--- config.mk ---
export PLATFORM = sky130hd
export DESIGN_NAME = clock_set_ctrl
export DESIGN_NICKNAME = d
export VERILOG_FILES = /design/src/rtl/clock_set_ctrl.sv
export SDC_FILE = /design/constraint.sdc
export NUM_CORES = 1
export LEC_CHECK = 0
export BUFFER_PORTS_ARGS = -buffer_cell sky130_fd_sc_hd__buf_2
export CORE_AREA = 2 2 164 86
export CTS_CLUSTER_DIAMETER = 30
export DETAILED_ROUTE_END_ITERATION = 8
export DIE_AREA = 0 0 166 88
export PLACE_DENSITY = 0.75
export SYNTH_ARGS = -nofsm -noshare
export SYNTH_HDL_FRONTEND = slang
export SYNTH_SLANG_ARGS = --single-unit
export TNS_END_PERCENT = 10
--- constraint.sdc ---
create_clock -name clk -period 3.5 [get_ports clk]
set_input_delay 0 -clock clk [delete_from_list [all_inputs] [get_ports clk]]
set_output_delay 0 -clock clk [all_outputs]
set_load 0.03 [all_outputs]
--- src/rtl/clock_set_ctrl.sv ---
// Mode/command sequencer for the digital-clock counter chain: 1 Hz prescaler,
// three debounced front-panel keys, RUN/SET mode FSM and display blink control.
module clock_set_ctrl #(
  parameter int TICK_DIV  = 50000000,
  parameter int DB_CYC    = 500000,
  parameter int BLINK_DIV = 12500000
) (
  input  logic       clk,
  input  logic       clr,
  input  logic       key_mode,
  input  logic       key_up,
  input  logic       key_down,
  output logic       sec_tick,
  output logic       sec_clr,
  output logic       min_add,
  output logic       min_minus,
  output logic       hour_add,
  output logic       hour_minus,
  output logic [1:0] mode,
  output logic       blink
);

  typedef enum logic [1:0] {
    RUN      = 2'd0,
    SET_HOUR = 2'd1,
    SET_MIN  = 2'd2,
    SET_SEC  = 2'd3
  } mode_e;

  localparam int CW = $clog2(DB_CYC + 1);
  localparam int TW = $clog2(TICK_DIV);
  localparam int BW = $clog2(BLINK_DIV + 1);
  localparam logic [CW-1:0] DB_LAST    = CW'(DB_CYC - 1);
  localparam logic [TW-1:0] TICK_LAST  = TW'(TICK_DIV - 1);
  localparam logic [BW-1:0] BLINK_LAST = BW'(BLINK_DIV - 1);

  // Key vectors are ordered {mode, up, down}.
  logic [2:0]    raw, sync1, sync2, level, level_d, level_dd, press;
  logic [CW-1:0] db_cnt [3];
  logic          mode_p, up_p, down_p;

  mode_e         state, state_next;
  logic [TW-1:0] presc;
  logic [BW-1:0] blink_cnt;
  logic          tick_n, sec_clr_n, min_add_n, min_minus_n, hour_add_n, hour_minus_n;

  assign raw    = {key_mode, key_up, key_down};
  assign mode_p = press[2];
  assign up_p   = press[1];
  assign down_p = press[0];
  assign mode   = state;

  // Two delay stages after acceptance give the press pulse its fixed DB_CYC+3 latency.
  always_ff @(posedge clk or negedge clr) begin
    if (!clr) begin
      sync1    <= '0;
      sync2    <= '0;
      level    <= '0;
      level_d  <= '0;
      level_dd <= '0;
      press    <= '0;
      for (int i = 0; i < 3; i++) db_cnt[i] <= '0;
    end else begin
      // NOTE: non-blocking assignments so every flop samples pre-edge values.
      sync1    <= raw;
      sync2    <= sync1;
      level_d  <= level;
      level_dd <= level_d;
      press    <= level_d & ~level_dd;
      for (int i = 0; i < 3; i++) begin
        if (sync2[i] == level[i]) begin
          db_cnt[i] <= '0;
        end else if (db_cnt[i] == DB_LAST) begin
          level[i]  <= sync2[i];
          db_cnt[i] <= '0;
        end else begin
          db_cnt[i] <= db_cnt[i] + 1'b1;
        end
      end
    end
  end

  always_ff @(posedge clk or negedge clr) begin
    if (!clr) state <= RUN;
    else      state <= state_next;
  end

  always_comb begin
    // NOTE: every output gets a default first, so no path can infer a latch.
    state_next   = state;
    sec_clr_n    = 1'b0;
    min_add_n    = 1'b0;
    min_minus_n  = 1'b0;
    hour_add_n   = 1'b0;
    hour_minus_n = 1'b0;
    if (mode_p) begin
      case (state)
        RUN:      state_next = SET_HOUR;
        SET_HOUR: state_next = SET_MIN;
        SET_MIN:  state_next = SET_SEC;
        SET_SEC:  state_next = RUN;
        default:  state_next = RUN;
      endcase
    end else if (up_p ^ down_p) begin
      case (state)
        SET_HOUR: begin hour_add_n = up_p; hour_minus_n = down_p; end
        SET_MIN:  begin min_add_n  = up_p; min_minus_n  = down_p; end
        SET_SEC:  sec_clr_n = 1'b1;
        default:  ;
      endcase
    end
    // A mode press out of RUN suppresses the tick so it never lands in a SET mode.
    tick_n = (state == RUN) && !mode_p && (presc == TICK_LAST);
  end

  always_ff @(posedge clk or negedge clr) begin
    if (!clr) begin
      sec_tick   <= 1'b0;
      sec_clr    <= 1'b0;
      min_add    <= 1'b0;
      min_minus  <= 1'b0;
      hour_add   <= 1'b0;
      hour_minus <= 1'b0;
      presc      <= '0;
      blink_cnt  <= '0;
      blink      <= 1'b0;
    end else begin
      sec_tick   <= tick_n;
      sec_clr    <= sec_clr_n;
      min_add    <= min_add_n;
      min_minus  <= min_minus_n;
      hour_add   <= hour_add_n;
      hour_minus <= hour_minus_n;

      if (state == RUN && state_next == RUN)
        presc <= (presc == TICK_LAST) ? '0 : presc + 1'b1;
      else
        presc <= '0;

      if (state_next != state || state == RUN) begin
        blink_cnt <= '0;
        blink     <= 1'b0;
      end else if (blink_cnt == BLINK_LAST) begin
        blink_cnt <= '0;
        blink     <= ~blink;
      end else begin
        blink_cnt <= blink_cnt + 1'b1;
      end
    end
  end

endmodule

==> impl_metrics.csv, run 1 <==
group,metric,value,unit
run_status,outcome,"finished clean",
power,p_leak,2.94,nW
synthesis,ys_seq_area_frac,0.521,
timing,max_freq,0.396,GHz
place,placed_cell_area,6670,um2
global_routing,grt.total_usage,0.196,
place,dp_hpwl,8850,um
setup_path,crit_path_end_kind,"register",
timing,setup_tns,0,ns
setup_path,crit_arrival,2.77,ns
timing,grt_setup_unrepaired,"no",
timing,setup_ws,0.977,ns
clock_tree,clk_latency,0.41,ns
synthesis,synth_top_area_share,0.521,
global_routing,antenna_found_initial,0,
place,globalplace.congestion,0.859,
final_layout,fillCellCount,1089,
worst_hold_path,hold_path_class,"in2reg",
place,portBuffers,13,
final_layout,syn_to_final_growth,13.3,%
timing,worstMarginPinSlew,1.00,ns
floorplanning,die_area,14600,um2
clock_tree,clockBufferDepth,2,
synthesis,synth_area_leaders,"dfrtp_1, xnor2_1, nor2_1",
final_layout,ff_latch_area,3350,um2
floorplanning,initial_core_util,0.489,
floorplanning,io_pins,14,
global_routing,grt_max_degree,73,
synthesis,async_flop_share,1.00,
setup_path,crit_path_max_incr_delay,0.81,ns
synthesis,avgSynthCellArea,10.2,um2
final_layout,final_net_count,667,
synthesis,syn-cell-area,6440,um2
synthesis,yosysTopAreaCell,"dfrtp_1",
detailed_routing,routed_via_density,5.65,
floorplanning,fp.dieH,88,um
job,drv_cap,0,
synthesis,ys.flop_type,"dfrtp_1",
clock_tree,cts_tree,"yes",
clock_tree,cts-root-buf,"clkbuf_16",
power,ir_worst_vdd,0.000402,V
setup_path,required,3.74,ns
clock_tree,path_clk_slew,0.06,ns
floorplanning,coreArea,13200,um2
timing,finalSetupViolCount,0,
clock_tree,clock_sinks,134,
clock_tree,htree_levels,4,
setup_path,worst-path-max-fanout,24,
detailed_routing,wl_per_cell,15.8,um
timing,relSlewSlack,0.333,
timing,post-route-min-period,2.52,ns
synthesis,synth_edf_count,0,
timing,skew,0.00831,ns
final_layout,drive_gt1_frac,0.116,
timing,final_hold_viol_count,0,
detailed_routing,routed_wl,13200,um
synthesis,synth.distinct_cells,46,
timing,drv_slew,0,
synthesis,netlist_top_cells_count,"dfrtp_1, nor2_1, xnor2_1",
global_routing,grt_pass1_vias,4625,
clock_tree,cts_resized,0,
timing,fin_crit_sh,0.721,
final_layout,final_area,7300,um2
setup_path,path_class,"reg2reg",
synthesis,synth-seq-cells,134,
floorplanning,dieWidth,166,um
power,p_per_area,466,nW/um2
detailed_routing,drt_iter0_drc,373,
detailed_routing,first_pass_iters,5,
global_routing,grt_pass1_wl,23000,um
power,power.total,3.40,mW
setup_path,path_cells,"or4_1 > or3_1 > o21ai_2 > nor2_1",
synthesis,syn_inst,630,
setup_path,cp-start-kind,"register",
synthesis,yosysMostFrequentCell,"dfrtp_1",
clock_tree,numCtsBuffers,17,
global_routing,overflow,0,
detailed_routing,num_vias,4745,
final_layout,multi_input_area,2930,um2
synthesis,synth_nets,646,
detailed_routing,postRouteAntennaNets,0,
place,dp_slack,0.965,ns
synthesis,yosysWarnings,0,
floorplanning,rows,30,
final_layout,diodes,0,
setup_path,slowest_stage,"o21ai_2",
detailed_routing,drcViolationCount,0,
final_layout,fin_util,0.554,
==> cells in the final DEF, fill, tap and decap left out, types with 3 or more instances in the layout <==
cell / netlist / routed
clkinvlp_4: 0 / 4
a21oi_1: 29 / 29
or3_1: 18 / 18
nor4_1: 22 / 22
or2_2: 4 / 4
or4_4: 4 / 4
or4_1: 16 / 16
mux2_2: 4 / 4
ha_1: 11 / 11
nand2_1: 32 / 32
buf_2: 6 / 12
nor2b_1: 3 / 3
nand4_1: 36 / 36
nand2b_1: 5 / 5
dlygate4sd3_1: 0 / 4
clkinv_4: 0 / 5
o31ai_1: 11 / 11
clkbuf_16: 0 / 17
nand3_1: 33 / 33
inv_1: 19 / 19
o21ai_0: 15 / 15
xor2_1: 26 / 26
nor2_1: 88 / 88
dfrtp_1: 134 / 134
o41ai_1: 3 / 3
and4_1: 8 / 8
and3_1: 3 / 3
or3b_2: 4 / 4
xnor2_1: 45 / 45
nor3_1: 13 / 13
==> stage by stage <==
stage | cells | hold slack, ns
final | 840 | 0.221
after global routing | 840 | 0.218
after CTS | 840 | 0.208
after detailed placement | 804 | 0.110
after global placement | 804 | 0.110
after floorplan | 630 | -0.296
==> area by class of cell <==
| type | count | share of cell area |
|---|---|---|
| clock buffers | 18 | 0.0602 |
| clock inverters | 14 | 0.0209 |
| inverters | 19 | 0.00977 |
| multi-input cells | 460 | 0.401 |
| flip-flops and latches | 134 | 0.459 |
| well taps | 176 | 0.0302 |
| repair buffers | 19 | 0.0185 |
==> flip-flops by register name, indices dropped and copies added, names as in the netlist <==
name        cells
level           3
sync1           3
level_dd        3
presc          26
min_minus       1
min_add         1
sync2           3
db_cnt         57
sec_tick        1
hour_add        1
sec_clr         1
blink_cnt      24
hour_minus      1
press           3
blink           1
mode            2
level_d         3
==> critical path: cells and delay by family, from the launching register on <==
family             cells  cell delay, ns
AOI/OAI and AO/OA      1            0.81
and+or+nand+nor        3            1.11
DFF                    1            0.43
==> timing repair <==
item / CTS / global route
hold buffers: 4 / 0
endpoints found under the hold margin: 74 / 0
setup buffers: 0 / 0
==> layer usage <==
metal,track usage,vias up,part of all wire
met3,0.0479,13,0.042
met5,0,-,0
li1,-,2319,-
met4,0.0585,0,0.0087
met1,0.284,2311,0.51
met2,0.295,102,0.44
==> cells by family after synthesis <==
family / count (synthesis) / synth area share
adders and majority gates: 11 / 0.0214
DFF: 134 / 0.521
muxes: 4 / 0.00699
buffers and inverters: 36 / 0.0247
and+or+nand+nor: 306 / 0.261
xor gates and xnor gates: 71 / 0.0965
AOI/OAI and AO/OA: 68 / 0.0690
==> final timing paths <==
kind	start	end	slack, ns	cells after the start
worst min register to register	sync1[2]$_DFF_PN0_	sync2[2]$_DFF_PN0_	0.35	0
worst max-delay path	blink_cnt[9]$_DFF_PN0_	blink_cnt[7]$_DFF_PN0_	0.98	4
min in group asynchronous	clr	presc[25]$_DFF_PN0_	0.27	2
worst min-delay path	key_down	sync1[0]$_DFF_PN0_	0.22	2
max in group asynchronous	clr	db_cnt[4]$_DFF_PN0_	2.38	3
worst max register to register	blink_cnt[9]$_DFF_PN0_	blink_cnt[7]$_DFF_PN0_	0.98	4
==> report_power, final <==
part | switching, mW | internal (mW) | total [mW]
clock | 0.687 | 1.07 | 1.76
combinational | 0.0523 | 0.0187 | 0.0710
sequential | 0.0119 | 1.56 | 1.57
total | 0.751 | 2.65 | 3.40
(Power assumes the default switching activity.)
==> run 2, diff against run 1 <==
PLACE_DENSITY = 0.77   (was 0.75)
clock period = 2.1 ns   (was 3.5 ns; I/O delays follow)
==> run 2 against run 1 <==
Effect of this change: worst hold slack worse by 0.085 ns; utilization increased by 2.8 points; combinational power is 86% higher; global-route usage up 0.58 points; register-to-register slack got worse by 0.93 ns; largest power group unchanged; highest routed layer unchanged.
==> impl_metrics.csv, run 2 (synthesis gave the netlist of run 1 again) <==
group,metric,value,unit
timing,relSlewSlack,0.599,
timing,setup_tns,0,ns
power,combPwrFrac,0.022,
power,p_int,4.71,mW
timing,skew,0.00662,ns
place,placed_cell_area,6980,um2
place,dp_slack,0.0377,ns
final_layout,final_common_cell,"dfrtp_1",
final_layout,syn_to_final_growth,19.1,%
timing,final_hold_viol_count,0,
timing,setup_ws,0.0499,ns
timing,post-route-min-period,2.05,ns
floorplanning,dieWidth,166,um
setup_path,critPathTopFamily,"simple AND/OR/NAND/NOR gates",
setup_path,r2r_slack,0.05,ns
power,p_switching,1.18,mW
final_layout,largest_register_ffs,57,
global_routing,grt-busiest-layer,"met2",
detailed_routing,postRouteAntennaNets,0,
power,clock_power_share,0.533,
global_routing,grt_max_degree,63,
timing,finalSetupViolCount,0,
setup_path,path_cells,"or4b_2 > or4_4 > nor2_1 > mux2_2",
floorplanning,coreArea,13200,um2
setup_path,slowest_stage,"or4b_2",
setup_path,reg2reg_to,"level[0]$_DFFE_PN0P_",
final_layout,largest_register,"db_cnt",
detailed_routing,routed_wl,13900,um
clock_tree,path_clk_slew,0.06,ns
global_routing,grt_pass1_wl,23500,um
setup_path,critical_path.startpoint,"db_cnt[49]$_DFF_PN0_",
clock_tree,clock_sinks,134,
global_routing,grt.total_usage,0.202,
clock_tree,cts-root-buf,"clkbuf_16",
final_layout,final_net_count,704,
power,seq_power_share,0.445,
power,swShare,0.201,
final_layout,finalNonFillerCells,876,
clock_tree,cts_tree,"yes",
final_layout,final_cell_mix,"dfrtp_1, nor2_1, xnor2_1, nand4_1, buf_4",
setup_path,path_class,"reg2reg",
global_routing,overflow,0,
setup_path,worst-path-max-fanout,2,
place,portBuffers,13,
detailed_routing,num_vias,4996,
setup_path,r2r_cells,4,
power,p_leak,3.16,nW
worst_hold_path,hold_path_class,"in2async",
detailed_routing,routed_via_density,5.70,
floorplanning,initial_core_util,0.489,
floorplanning,fp.dieH,88,um
global_routing,met2_usage,0.301,
detailed_routing,first_pass_iters,5,
run_status,outcome,"finished clean",
place,dp_hpwl,9400,um
setup_path,required,2.40,ns
final_layout,drive_gt1_frac,0.176,
job,drv_cap,0,
setup_path,crit_path_end_kind,"register",
setup_path,r2r-start,"db_cnt[49]$_DFF_PN0_",
setup_path,cp-start-kind,"register",
global_routing,grt_pass1_vias,4819,
place,globalplace.congestion,0.879,
timing,worstMarginPinSlew,0.596,ns
final_layout,final_area,7670,um2
timing,grt_setup_unrepaired,"yes",
global_routing,antenna_found_initial,0,
floorplanning,rows,30,
power,ir_worst_vdd,0.000538,V
clock_tree,clk_latency,0.41,ns
detailed_routing,drt_iter0_drc,475,
floorplanning,die_area,14600,um2
setup_path,crit_path_max_incr_delay,0.66,ns
detailed_routing,wl_per_cell,15.9,um
clock_tree,clockBufferDepth,2,
timing,fin_crit_sh,0.976,
final_layout,top_regs,"db_cnt: 57 flops, presc: 26 flops, blink_cnt: 24 flops",
clock_tree,htree_levels,4,
power,power.total,5.90,mW
setup_path,crit_arrival,2.35,ns
global_routing,use_met3,0.0709,
power,p_per_area,769,nW/um2
detailed_routing,drcViolationCount,0,
floorplanning,io_pins,14,
timing,max_freq,0.488,GHz
timing,hold-worst-slack,0.136,ns
timing,drv_slew,0,
place,dp_cells,841,
setup_path,crit_buf_inv,0,
clock_tree,numCtsBuffers,17,
global_routing,grt_util_met1,0.285,
final_layout,fin_util,0.582,
clock_tree,cts_setup_buffers,0,
final_layout,diodes,0,
[run 2: cell count changes in the layout (fill, tap and decap cells not counted), sizes merged]
| cell | change |
|---|---|
| clkbuf | +4 |
| buf | +37 |
| clkinv | -2 |
| inv | -1 |
| clkinvlp | -4 |
| bufinv | +2 |
[run 2: power by group through the flow]
stage | logic, mW | registers [mW] | clock network, mW
final | 0.132 | 2.62 | 3.14
after global routing | 0.154 | 2.62 | 3.31
after CTS | 0.137 | 2.62 | 3.19
after detailed placement | 0.128 | 2.67 | 0
after global placement | 0.123 | 2.67 | 0
after floorplan | 0.0492 | 2.66 | 0
[run 2: layer usage]
layer  vias to the layer above  share of wire
li1                       2375              -
met1                      2456           0.48
met2                       144           0.44
met3                        21          0.070
met4                         0         0.0094
met5                         -              0
[run 2: worst max-delay path by stage]
stage               cells past startpoint                      end  slack (ns)
global placement                        4     level[0]$_DFFE_PN0P_        0.06
CTS                                     5  blink_cnt[22]$_DFF_PN0_        0.01
global route                            5      presc[24]$_DFF_PN0_       -0.03
detailed placement                      5      presc[24]$_DFF_PN0_        0.04
finish                                  4     level[0]$_DFFE_PN0P_        0.05
floorplan                               4     level[0]$_DFFE_PN0P_        0.04
[run 2: layout make-up]
type	count	area [um2]
Inverter	19	71.3
Tap cell	176	220
Clock inverter	9	149
Sequential cell	134	3360
Clock buffer	22	474
Timing Repair Buffer	56	442
Fill cell	1074	5510
Multi-Input combinational cell	460	2950
[run 2: worst reg2reg max path, cell delays in order (launching register included)]
cell	delay (ns)
dfrtp_1	0.37
or4b_2	0.66
or4_4	0.45
nor2_1	0.12
mux2_2	0.34
[run 2: what timing repair did]
action,4_1_cts,5_1_grt
endpoints found under the setup margin,0,9
gates resized for setup,0,9
hold buffers,4,0
endpoints found under the hold margin,63,0
==> run 3, diff against run 2 <==
PLACE_DENSITY = 0.73   (was 0.77)
==> run 3 against run 2 <==
Effect of this change: critical path type unchanged; cell area grew 0.77%; sequential share of layout area shrank 0.32 points; largest cell class unchanged; highest routed layer unchanged; sequential power is essentially flat; combinational power is essentially flat.
==> impl_metrics.csv, run 3 (synthesis gave the netlist of run 1 again) <==
group,metric,value,unit
final_layout,largest_register,"db_cnt",
detailed_routing,num_vias,5111,
timing,skew,0.0107,ns
detailed_routing,drcViolationCount,0,
detailed_routing,routed_wl,14500,um
global_routing,grt_util_met1,0.302,
timing,fin_crit_sh,0.974,
clock_tree,path_clk_slew,0.06,ns
setup_path,cp-start-kind,"register",
setup_path,r2r_slack,0.05,ns
timing,drv_slew,0,
final_layout,top_regs,"db_cnt: 57 flops, presc: 26 flops, blink_cnt: 24 flops",
global_routing,grt-busiest-layer,"met2",
timing,worstMarginPinSlew,0.547,ns
timing,final_hold_viol_count,0,
timing,max_freq,0.489,GHz
timing,setup_ws,0.0547,ns
detailed_routing,first_pass_iters,5,
global_routing,antenna_found_initial,0,
place,dp_cells,839,
floorplanning,rows,30,
setup_path,critical_path.startpoint,"db_cnt[49]$_DFF_PN0_",
floorplanning,fp.dieH,88,um
place,portBuffers,13,
floorplanning,initial_core_util,0.489,
clock_tree,clk_latency,0.42,ns
power,power.total,6.09,mW
detailed_routing,routed_via_density,5.82,
final_layout,largest_register_ffs,57,
clock_tree,numCtsBuffers,17,
setup_path,crit_arrival,2.35,ns
final_layout,fillCellCount,1022,
floorplanning,dieWidth,166,um
detailed_routing,drt_iter0_drc,516,
global_routing,grt.total_usage,0.211,
timing,grt_setup_unrepaired,"yes",
floorplanning,io_pins,14,
clock_tree,cts-root-buf,"clkbuf_16",
global_routing,overflow,0,
clock_tree,clock_sinks,134,
setup_path,required,2.40,ns
setup_path,slowest_stage,"or4b_2",
clock_tree,cts_tree,"yes",
global_routing,use_met3,0.0538,
setup_path,crit_path_end_kind,"register",
power,p_per_area,787,nW/um2
power,ir_worst_vdd,0.000558,V
setup_path,critPathTopFamily,"simple AND/OR/NAND/NOR gates",
power,p_leak,3.14,nW
place,globalplace.congestion,0.926,
detailed_routing,wl_per_cell,16.5,um
timing,post-route-min-period,2.05,ns
final_layout,finalNonFillerCells,878,
floorplanning,coreArea,13200,um2
job,drv_cap,0,
setup_path,reg2reg_to,"level[0]$_DFFE_PN0P_",
global_routing,grt_pass1_vias,4982,
place,dp_slack,-0.00741,ns
clock_tree,clockBufferDepth,2,
setup_path,path_cells,"or4b_2 > or4_4 > nor2_2 > mux2_2",
setup_path,worst-path-max-fanout,2,
place,dp_hpwl,9690,um
global_routing,grt_pass1_wl,24500,um
clock_tree,htree_levels,4,
final_layout,final_net_count,705,
global_routing,met2_usage,0.319,
timing,finalSetupViolCount,0,
setup_path,crit_path_max_incr_delay,0.67,ns
setup_path,crit_buf_inv,0,
worst_hold_path,hold_path_class,"in2async",
final_layout,syn_to_final_growth,20.0,%
global_routing,grt_max_degree,75,
floorplanning,die_area,14600,um2
setup_path,path_class,"reg2reg",
final_layout,final_common_cell,"dfrtp_1",
setup_path,r2r_cells,4,
final_layout,final_cell_mix,"dfrtp_1, nor2_1, xnor2_1, buf_4, nand4_1",
final_layout,drive_gt1_frac,0.185,
setup_path,r2r-start,"db_cnt[49]$_DFF_PN0_",
timing,relSlewSlack,0.632,
run_status,outcome,"finished clean",
final_layout,diodes,0,
detailed_routing,postRouteAntennaNets,0,
[run 3: report_power, final]
part / total, mW / switching, mW / internal [mW]
logic: 0.132 / 0.0905 / 0.0416
registers: 2.62 / 0.0210 / 2.60
clock network: 3.33 / 1.12 / 2.21
total: 6.09 / 1.23 / 4.86
[run 3: timing repair]
| action | 4_1_cts | 5_1_grt |
|---|---|---|
| endpoints found under the hold margin | 47 | 0 |
| hold buffers | 4 | 0 |
| pin swaps | 1 | 1 |
| setup endpoints to repair | 2 | 41 |
| buffers inserted | 0 | 3 |
| gates resized for setup | 1 | 13 |
[run 3: metal layers]
metal  wire, um  vias to the layer above
li1           -                     2382
met1       7020                     2520
met2       6390                      187
met3        883                       22
met4        193                        0
met5          0                        -
[run 3: how the worst max path moves through the flow]
stage,endpoint,depth (start not counted)
2_1_floorplan,level[0]$_DFFE_PN0P_,4
3_3_place_gp,level[0]$_DFFE_PN0P_,4
3_5_place_dp,blink_cnt[22]$_DFF_PN0_,5
4_1_cts,blink_cnt[23]$_DFF_PN0_,4
5_1_grt,level[0]$_DFFE_PN0P_,4
6_report,level[0]$_DFFE_PN0P_,4
[run 3: area by class of cell]
type                            count  area (um2)  area share
Clock buffer                       17         425      0.0550
Clock inverter                     15         234      0.0303
Inverter                           19        71.3     0.00923
Multi-Input combinational cell    460        2970       0.384
Sequential cell                   134        3360       0.435
Tap cell                          176         220      0.0285
Timing Repair Buffer               57         449      0.0581
[run 3: stage by stage]
stage               setup TNS, ns  hold slack [ns]  area (um2)  utilization
floorplan                       0           -0.296        6470            -
global placement                0         -0.00531        6960        0.528
detailed placement        -0.0112          0.00351        6960        0.528
CTS                             0            0.112        7660        0.582
global route              -0.0493            0.123        7730        0.587
finish                          0            0.101        7730        0.587
